==> src/rtl/free_list.sv <==
// Physical-register free list for a renaming core: circular buffer of free
// preg indices with a speculative head and a committed retire_head for flush recovery.
module free_list #(
  parameter int NUM_REGS = 64,
  localparam int PW = $clog2(NUM_REGS),
  localparam int DEPTH = NUM_REGS - 32
) (
  input  logic          clk,
  input  logic          rst,
  input  logic          alloc_req,
  output logic          alloc_valid,
  output logic [PW-1:0] alloc_preg,
  input  logic          free_req,
  input  logic [PW-1:0] free_preg,
  input  logic          commit_alloc,
  input  logic          flush,
  output logic          empty,
  output logic          full,
  output logic [PW:0]   count,
  output logic          overflow_err
);

  localparam int AW = (DEPTH > 1) ? $clog2(DEPTH) : 1;

  // Pointer increment that wraps at DEPTH-1, so DEPTH need not be a power of two.
  function automatic logic [AW-1:0] next_ptr(input logic [AW-1:0] p);
    logic [AW-1:0] n;
    if (p == AW'(DEPTH - 1)) begin
      n = '0;
    end else begin
      n = p + AW'(1);
    end
    return n;
  endfunction

  logic [PW-1:0] mem_r [DEPTH];
  logic [AW-1:0] head_r, tail_r, retire_head_r;
  logic [PW:0]   count_r, retire_count_r;
  logic          empty_r, full_r, err_r;

  logic          acc_alloc_s, free_try_s, acc_free_s, acc_commit_s, err_s;
  logic [AW-1:0] head_nxt_s, tail_nxt_s, retire_head_nxt_s;
  logic [PW:0]   count_nxt_s, retire_count_nxt_s;

  // Accept/reject decisions and next-state values; a flush restores the
  // committed view after this cycle's commit and free have been folded in.
  always_comb begin
    acc_alloc_s  = alloc_req && !empty_r && !flush;
    free_try_s   = free_req && (free_preg != '0);
    acc_free_s   = free_try_s && !full_r;
    acc_commit_s = commit_alloc && (retire_count_r != '0);
    err_s        = (free_try_s && full_r) || (commit_alloc && (retire_count_r == '0));

    retire_count_nxt_s = retire_count_r + {{PW{1'b0}}, acc_free_s}
                                        - {{PW{1'b0}}, acc_commit_s};
    retire_head_nxt_s  = acc_commit_s ? next_ptr(retire_head_r) : retire_head_r;
    tail_nxt_s         = acc_free_s ? next_ptr(tail_r) : tail_r;

    if (flush) begin
      head_nxt_s  = retire_head_nxt_s;
      count_nxt_s = retire_count_nxt_s;
    end else begin
      head_nxt_s  = acc_alloc_s ? next_ptr(head_r) : head_r;
      count_nxt_s = count_r + {{PW{1'b0}}, acc_free_s}
                            - {{PW{1'b0}}, acc_alloc_s};
    end
  end

  // State update; reset reloads the buffer with pregs 32..NUM_REGS-1.
  always_ff @(posedge clk) begin
    if (!rst) begin
      for (int i = 0; i < DEPTH; i++) begin
        mem_r[i] <= PW'(32 + i);
      end
      head_r         <= '0;
      tail_r         <= '0;
      retire_head_r  <= '0;
      count_r        <= (PW+1)'(DEPTH);
      retire_count_r <= (PW+1)'(DEPTH);
      empty_r        <= 1'b0;
      full_r         <= 1'b1;
      err_r          <= 1'b0;
    end else begin
      if (acc_free_s) begin
        mem_r[tail_r] <= free_preg;
      end
      head_r         <= head_nxt_s;
      tail_r         <= tail_nxt_s;
      retire_head_r  <= retire_head_nxt_s;
      count_r        <= count_nxt_s;
      retire_count_r <= retire_count_nxt_s;
      empty_r        <= (count_nxt_s == '0);
      full_r         <= (count_nxt_s == (PW+1)'(DEPTH));
      err_r          <= err_r || err_s;
    end
  end

  // A freed preg lands at tail, so it cannot reach this read port before the next cycle.
  assign alloc_preg   = mem_r[head_r];
  assign alloc_valid  = !empty_r;
  assign empty        = empty_r;
  assign full         = full_r;
  assign count        = count_r;
  assign overflow_err = err_r;

endmodule

==> config.mk <==
export PLATFORM = sky130hd
export DESIGN_NAME = free_list
export DESIGN_NICKNAME = d
export VERILOG_FILES = /design/src/rtl/free_list.sv
export SDC_FILE = /design/constraint.sdc
export NUM_CORES = 1
export LEC_CHECK = 0
export CAP_MARGIN = 20
export CORE_MARGIN = 8
export CORE_UTILIZATION = 40
export CTS_CLUSTER_DIAMETER = 100
export CTS_CLUSTER_SIZE = 10
export DETAILED_ROUTE_END_ITERATION = 6
export HOLD_SLACK_MARGIN = 0.1
export PLACE_DENSITY = 0.66
export SLEW_MARGIN = 0
export SYNTH_ARGS = -nofsm -noshare
export SYNTH_HDL_FRONTEND = slang
export SYNTH_SLANG_ARGS = --single-unit
==> constraint.sdc <==
create_clock -name clk -period 8.1 [get_ports clk]
set_input_delay 1.62 -clock clk [delete_from_list [all_inputs] [get_ports clk]]
set_output_delay 1.62 -clock clk [all_outputs]
set_load 0.05 [all_outputs]
==> metrics <==
Tmin final approximately 5.2 ns; CP delay by family, top multiplexers; Pint between 2000 and 2500 uW; Worst Tran Pin Value just over 1 ns; largest net degree at the start of global routing 66; Post-Syn Nets 880; final setup fails 0; Syn Std Cell Area roughly 11000 um2; Yosys cell types 54; post-synthesis sequential area ratio roughly three fifths; setup repair bufs after CTS 0; status complete, no violations; Synth area leader edfxtp_1; Placed Area 11500 um2; async set-reset flop share out of synthesis 0%; Finished Cell Area ~12000 um2; Setup Crit Path Kind reg -> out; Sw Share 28.7%; Final Slew Violations 0; RSZ-0062 raised after global routing no; Vias approximately 6700; ant diodes 0; Post-synth EDFFs 192; Final Wtd Congestion 0.815; Clock Pin Slew Worst Setup and Hold Paths around 0.050 ns; sequential share of power 44.6%; startpoint types register; Worst Hold Class reg -> reg; Die W 182 um; DP HPWL 16400 um; crit path cell chain buf_16, mux4_2, mux4_2, mux2_2, clkdlybuf4s50_1; synthesized flop and latch total 229; drt wl/cell 20.9 um; Comb power frac 22.3%; CTS tree yes; H-tree Lvls 1; antenna-violating nets left 0; Syn Inst Count 843; Hold Violations, Final 0; crit-path max FO 32; CORE AREA around 27000 um2; vias in the first global route 6911; proportion of layout cells with a drive suffix above 1 13.5%; antenna violations before repair 0; initial core utilization 40.2%; top-level port count 29; GR Overflow Total 0; Peak Freq just under 200 MHz; clk_lat worst skew between 0.5 and 0.6 ns; utilization after layout ~45%; Primary FF master, synth edfxtp_1; CTS Buffer Depth 3; Setup TNS 0 ns; Post-route DRC 0; cell mode on critical path mux4_2; Area contributors post-synth edfxtp_1 (52%), mux4_2 (12%), dfxtp_1 (6.7%); CTS sink count ~230; cell with the most instances after synthesis edfxtp_1; 1st-pass router iterations 5; peak supply drop around 0.21 mV; first-pass GRT wire length between 30000 and 40000 um; top-area cell type share of the netlist area 52.2%; CP arrival 3.56 ns; Area Overhead vs Synth 11.3%; slew margin rel. 30.0%; Overall Global Routing Usage between 10% and 20%; Clock Power Share 33.1%; iteration-0 DRC count of the detailed router 606; Max-cap violations 0; pwr/cell area 250 nW/um2; most frequent cells after synthesis edfxtp_1 (192), nand2_1 (67), or3_1 (67), clkbuf_1 (66), mux4_2 (60); Yosys warning count 0; Critical Path Max Stage Delay between 0.7 and 0.8 ns; CTS Buf Count 26; vias per cell 5.66; CP Buf/Inv Count 2; Nets 875; Clock Skews 0.0194 ns; Synth Area per Inst between 10 and 15 um2; critical path's slowest cell clkdlybuf4s50_1; die height 182 um; Die ar. 33200 um2; # rows roughly 60; Worst setup EP type output pin; part of the cycle the worst path needs 63.9%; CTS Hold Bufs 0; NetSw 879 uW; root buf cell clkbuf_16; # port buffers 28; cts repair resizes 0; Detailed Route WL 24900 um; Leak Pwr 0.00371 uW; WP data required about 6.5 ns
==> metal layers <==
| metal | vias to the layer above | share of wire [%] | global-route usage, % |
|---|---|---|---|
| li1 | 3155 | - | - |
| met1 | 3367 | 43 | 19.2 |
| met2 | 176 | 49 | 25.1 |
| met3 | 47 | 6.0 | 3.14 |
| met4 | 0 | 2.5 | 4.36 |
| met5 | - | 0 | 0 |
==> placed cells by master (no fill, tap or decap), drive strengths merged, types with 3 or more instances in the layout <==
cell type and instances:
a21oi 15, and2 34, and3 17, buf 16, clkbuf 35, clkdlybuf4s50 27, dfxtp 37, edfxtp 192
ha 23, inv 17, mux2 6, mux2i 7, mux4 60, nand2 67, nand2b 9, nand3 20
nand3b 6, nor2 53, nor2b 10, nor3 37, nor3b 5, nor4 4, o211a 3, o21a 3
o21ai 32, o2bb2ai 5, or3 67, xnor2 4, xor2 4
==> registers in the layout (all words and copies together) (netlist names), named ones only <==
name	count
count	7
empty	1
full	1
head_r	5
mem_r	192
overflow_err	1
retire_count_r	7
retire_head_r	5
tail_r	5
==> tightest hold or removal path: stages, from the launching register on <==
cell and delay (ns):
dfxtp_1 0.31, o21ai_0 0.07, a21boi_1 0.08
==> final cells by class <==
type	count	area [um2]
fill	2459	15200
sequential	229	6510
multi-input combinational	521	4150
clock buffer	35	684
tap	346	433
timing repair buffer	43	415
inverter	17	63.8
clock inverter	1	16.3
==> power groups by stage <==
stage	logic, uW	registers [uW]	clock network, uW
3_3_place_gp	662	1410	0
6_report	683	1370	1010
4_1_cts	672	1380	1030
5_1_grt	756	1380	1070
2_1_floorplan	472	1430	0
3_5_place_dp	669	1410	0
==> metrics by stage <==
stage               power, uW  setup slack [ns]  hold WS (ns)  std cells
global placement         2070              2.69         0.494       1154
CTS                      3090              2.66         0.514       1190
finish                   3070              2.92         0.514       1192
global route             3200              2.77         0.550       1192
floorplan                1900              3.73         0.469        843
detailed placement       2080              2.59         0.493       1154
==> logic make-up (layout without fill, tap and decap cells) <==
kind of cell    after synthesis  in the layout  synth area share, %
compound gates               75             75                 4.23
xor+xnor                      8              8                0.635
fa+ha+maj                    25             25                 2.97
buf+inv                      93             96                 3.40
flops                       229            229                 59.0
mux                          73             73                 13.5
simple gates                340            340                 16.3
==> worst paths after layout <==
kind,slack [ns],cells past startpoint,start,end
worst min register to register,0.51,2,retire_head_r[3]$_SDFF_PN0_,retire_head_r[3]$_SDFF_PN0_
worst max register to register,4.70,13,retire_count_r[4]$_SDFF_PN0_,full$_SDFF_PN1_
worst max-delay path,2.92,5,register,alloc_preg[4]
worst min-delay path,0.51,2,retire_head_r[3]$_SDFF_PN0_,retire_head_r[3]$_SDFF_PN0_
Power figures use the tool's default switching activity.
